===== src/rtl/cic_pkg.sv =====
// Shared types and helpers for the PDM->PCM CIC decimator.
package cic_pkg;

    localparam int CIC_MAX_CH = 4;

    typedef logic [1:0] cic_ch_t;

    // PDM bit to a two-bit signed sample: 1 -> +1, 0 -> -1.
    function automatic logic signed [1:0] pdm_to_signed(input logic pdm);
        return pdm ? 2'sb01 : 2'sb11;
    endfunction

endpackage


===== src/rtl/cic_integrator.sv =====
// One CIC integrator stage with a separate accumulator for each time-multiplexed channel.
module cic_integrator
    import cic_pkg::*;
#(
    parameter int WIDTH = 64
) (
    input  logic             clk_i,
    input  logic             rstn_i,
    input  logic             en_i,
    input  logic             clr_i,
    input  cic_ch_t          sel_i,
    input  logic [WIDTH-1:0] data_i,
    output logic [WIDTH-1:0] data_o
);

    logic [WIDTH-1:0] bank [CIC_MAX_CH];

    always_ff @(posedge clk_i) begin
        if (!rstn_i || clr_i) begin
            for (int i = 0; i < CIC_MAX_CH; i++) begin
                bank[i] <= '0;
            end
        end else if (en_i) begin
            bank[sel_i] <= bank[sel_i] + data_i;
        end
    end

    // Pre-update value, so the next stage in the chain integrates the old sum.
    assign data_o = bank[sel_i];

endmodule


===== src/rtl/cic_integrator_decim.sv =====
// CIC integrator cascade with channel sequencing and frame-based decimation; feeds the comb chain.
module cic_integrator_decim
    import cic_pkg::*;
#(
    parameter int WIDTH   = 64,
    parameter int STAGES  = 5,
    parameter int DECIM_W = 10
) (
    input  logic               clk_i,
    input  logic               rstn_i,
    input  logic               en_i,
    input  logic               clr_i,
    input  logic [1:0]         ch_mode_i,
    input  logic [DECIM_W-1:0] decim_i,
    input  logic               pdm_i,
    input  logic               pdm_valid_i,
    output logic [WIDTH-1:0]   data_o,
    output logic [1:0]         sel_o,
    output logic               valid_o
);

    logic                 accept;
    logic signed [1:0]    pdm_s;
    logic [WIDTH-1:0]     x;
    cic_ch_t              r_ch;
    cic_ch_t              ch;
    logic [DECIM_W-1:0]   r_dec;
    logic                 frame_end;
    logic                 decimating;
    logic [WIDTH-1:0]     stage_in  [STAGES];
    logic [WIDTH-1:0]     stage_out [STAGES];
    logic [WIDTH-1:0]     last_next;

    assign accept     = en_i & pdm_valid_i & ~clr_i;
    assign pdm_s      = pdm_to_signed(pdm_i);
    assign x          = {{(WIDTH-2){pdm_s[1]}}, pdm_s};
    // An out-of-range pointer (ch_mode lowered without a clear) restarts at channel 0.
    assign ch         = (r_ch > ch_mode_i) ? cic_ch_t'(0) : r_ch;
    assign frame_end  = (ch == ch_mode_i);
    assign decimating = (r_dec >= decim_i);

    for (genvar k = 0; k < STAGES; k++) begin : g_stage
        if (k == 0) begin : g_first
            assign stage_in[k] = x;
        end else begin : g_chain
            assign stage_in[k] = stage_out[k-1];
        end

        cic_integrator #(
            .WIDTH (WIDTH)
        ) u_stage (
            .clk_i  (clk_i),
            .rstn_i (rstn_i),
            .en_i   (accept),
            .clr_i  (clr_i),
            .sel_i  (ch),
            .data_i (stage_in[k]),
            .data_o (stage_out[k])
        );
    end

    assign last_next = stage_out[STAGES-1] + stage_in[STAGES-1];

    always_ff @(posedge clk_i) begin
        if (!rstn_i || clr_i) begin
            r_ch    <= '0;
            r_dec   <= '0;
            data_o  <= '0;
            sel_o   <= '0;
            valid_o <= 1'b0;
        end else begin
            valid_o <= 1'b0;
            if (accept) begin
                r_ch <= frame_end ? cic_ch_t'(0) : ch + cic_ch_t'(1);
                if (frame_end) begin
                    r_dec <= decimating ? '0 : r_dec + DECIM_W'(1);
                end
                if (decimating) begin
                    valid_o <= 1'b1;
                    sel_o   <= ch;
                    data_o  <= last_next;
                end
            end
        end
    end

endmodule

===== config.mk =====
export PLATFORM = sky130hd
export DESIGN_NAME = cic_integrator_decim
export DESIGN_NICKNAME = d
export VERILOG_FILES = /design/src/rtl/cic_pkg.sv /design/src/rtl/cic_integrator.sv /design/src/rtl/cic_integrator_decim.sv
export SDC_FILE = /design/constraint.sdc
export NUM_CORES = 2
export LEC_CHECK = 0
export CORE_UTILIZATION = 50
export DETAILED_ROUTE_END_ITERATION = 10
export PLACE_DENSITY = 0.75
export SLEW_MARGIN = 20
export SYNTH_ARGS = -nofsm -noshare
export SYNTH_HDL_FRONTEND = slang
export SYNTH_SLANG_ARGS = --single-unit

===== constraint.sdc =====
create_clock -name clk_i -period 98.2 [get_ports clk_i]
set_clock_uncertainty 0.05 [all_clocks]
set_input_delay 19.64 -clock clk_i [delete_from_list [all_inputs] [get_ports clk_i]]
set_output_delay 19.64 -clock clk_i [all_outputs]
set_load 0.01 [all_outputs]

==> metrics.yaml <==
pwr_density_cell_mw_per_mm2: 16.5
wl_met1_microns: 90700
grt_start_max_net_pins: 150
timing.slew.headroom_pct: 20.6
path_max_fanout: 55
drc_errors: 0
end_of_flow_core_utilization_pct: 54.8
clock_buffers_created_by_tritoncts: 143
fin_worst_hold_slack_ns: 0.411
cp_data_required_time_ns: 98.67
synth_seq_area_share_pct: 51.6
tritoncts: "yes"
htreeDepth: 4
placeableCoreArea_sq_mm: 0.154
syn_to_final_growth_pct: 8.81
worst-setup-path-type: "in2reg"
worst_margin_slew_ns: 1.18
post-synth-top-count-cell: "nor2_1"
synth.yosys.warnings: 0
synth_common_cells: "nor2_1 (1381), edfxtp_1 (1280), nand2_1 (619), a21oi_1 (382), inv_1 (367)"
rsz0062_at_grt: "false"
post-route-min-period_ns: 28.24
gpl.final_weighted_congestion: 0.969
final-setup-viol-count: 0
final_max_slew_viol_count: 0
leak_uw: 0.0333
ys_ff_latch: 1359
netlist-cell-type-count: 110
hold_buffers: 0
vdd_ir_drop_max_mv: 0.0157
dp_slack_ns: 69.42
grt_pass1_vias: 59100
clkSinkCount: 1359
outcome: "finished, final reports clean"
synth.top_cell.area_share_pct: 49.6
die-height_microns: 396
clk_root_buffer_cell: "clkbuf_16"
synth-main-ff-cell: "edfxtp_1"
maxUsedRoutingLayer: "met4"
dieArea_sq_mm: 0.157
worst_skew_pair.late_latency_ns: 0.81
die_w_microns: 396
drv.max_cap_violation_count: 0
setup_ws_ns: 69.96
syn-instance-count: 7715
std_cell_rows: 144
grt_util_all_layers_pct: 28.0
yosys.area.top_type: "edfxtp_1"
top_level_ports: 85
place.port_buffers: 84
timing_hold_violations_final: 0
initial_standard_cell_utilization_of_the_core_pct: 50.3
seq_area_sq_mm: 0.0400
worst_setup_hold_path_clk_slew_ns: 0.06
detailedRoute.firstIterationViolations: 6899
worstHoldPathType: "reg2reg"
dpl.hpwl_microns: 139000
multi_input_comb_area_sq_mm: 0.0343
nFillCells: 13100
detailroute.via_count: 60400
cts_post_setup_buffers_inserted: 0
grt_remaining_overflow: 0
synthesis.area_per_instance_sq_um: 10.0
vias_per_cell: 6.21
drive_above_1_share_pct: 5.21
crit_path_from: "ch_mode_i[1]"
met3_length_microns: 20600
crit_path_end_kind: "flop"
crit_path_launch_type: "primary input"
antenna_found_initial: 0
cp.arrival_ns: 28.70
grt_first_pass_wirelength_microns: 340000
synth_fp_nets: 8046
synth.cell_area_sq_mm: 0.0775
synth.top_cells.by_area: "edfxtp_1 (50%), nor2_1 (6.7%), ha_1 (5.0%), nand2_1 (3.0%), a21oi_1 (2.5%)"
timing.rr.start: "r_ch[0]$_SDFFE_PP0P_"
synth-edff-count: 1280
antenna_left: 0
wl_per_cell_microns: 22.9
tns_setup_ns: 0
firstDrtPassIters: 6
min_period_over_period_pct: 28.8
routed-wl-met2_microns: 105000
synth_async_sr_flop_share_pct: 0
cts-root-to-sink-buffers: 3
timing.hold.worst.start: "data_o[0]$_SDFFE_PP0P_"
maxClockFrequency_mhz: 35.4
finalNetCount: 7897
post_cts.resized_instances: 0
total_length_of_routed_wires_microns: 223000
[final cells by class]
class                   count  share of cell area [%]
clock inverters            68                   0.673
well taps                2044                    3.03
clock buffers             188                    4.65
flip-flops and latches   1359                    47.5
repair buffers            169                    1.83
multi-input cells        5526                    40.7
inverters                 367                    1.63
diodes                      1                 0.00297
[placed cells by master (no fill, tap or decap), types with 51 or more instances in the layout]
cell,count
nand3_1,167
o21ai_0,320
nand4_1,103
xnor2_1,206
nand2_1,610
o21bai_1,61
buf_4,79
a22oi_1,104
and2_1,139
nand2b_1,65
and3_1,51
dfxtp_1,77
a21o_1,209
a211oi_1,134
mux2i_1,191
nor3_1,65
edfxtp_1,1280
inv_1,365
xor2_1,189
clkdlybuf4s50_1,84
o221ai_1,76
clkbuf_16,149
a31oi_1,165
nor2_1,1377
ha_1,310
a21oi_1,382
[critical path, stage by stage]
cell	delay [ns]
clkdlybuf4s50_1	0.53
inv_1	0.08
ha_1	0.54
and2_4	0.55
a22o_4	0.79
buf_4	0.68
buf_4	0.72
buf_4	0.71
mux2i_1	0.27
o221ai_1	0.23
ha_1	0.55
nand4_1	0.22
or4_1	0.59
nor3_1	0.24
nand2_1	0.07
o21ai_0	0.66
nand4_1	0.27
a31o_2	0.33
o31ai_1	0.23
o21ai_0	0.16
xnor2_1	0.31
nor2_1	0.08
[through the flow]
stage                     cell area [sq um]  instances  power [uW]
after floorplan                       77500       7715         823
after global placement                79800       9465         862
after detailed placement              79800       9465         865
after CTS                             84300       9721        1390
after global routing                  84300       9721        1430
final                                 84300       9722        1390
[report_power, final]
part	total, uW	switching (uW)	internal, uW
logic	192	134	58.1
registers	667	7.56	659
clock network	530	228	302
[final timing paths]
kind	end	slack (ns)	cells past startpoint
worst min register to register	data_o[0]$_SDFFE_PP0P_	0.41	2
worst max register to register	g_stage[0].u_stage.bank[2][63]$_SDFFCE_PN0P_	88.92	21
worst min-delay path	data_o[0]$_SDFFE_PP0P_	0.41	2
worst max-delay path	g_stage[0].u_stage.bank[2][63]$_SDFFCE_PN0P_	69.96	22
[state kept, by name (all words and copies together) (netlist names)]
| register | cells |
|---|---|
| g_stage.u_stage.bank | 1280 |
| data_o | 64 |
| r_dec | 10 |
| r_ch | 2 |
| sel_o | 2 |
| valid_o | 1 |
[kinds of logic after synthesis]
group | synth area share [%]
multiplexers | 2.67
XOR/XNOR | 4.51
buffers and inverters | 4.30
AO/OA/AOI/OAI | 16.1
flip-flops | 51.6
AND/OR/NAND/NOR | 15.6
adder cells (fa/ha/maj) | 5.24
[per-layer routing]
layer | vias to the layer above | GRT usage (%)
met5 | - | 0
met4 | 0 | 9.62
met3 | 442 | 4.30
met2 | 2913 | 46.3
met1 | 29300 | 37.4
li1 | 27700 | -
Power figures use the tool's default switching activity.
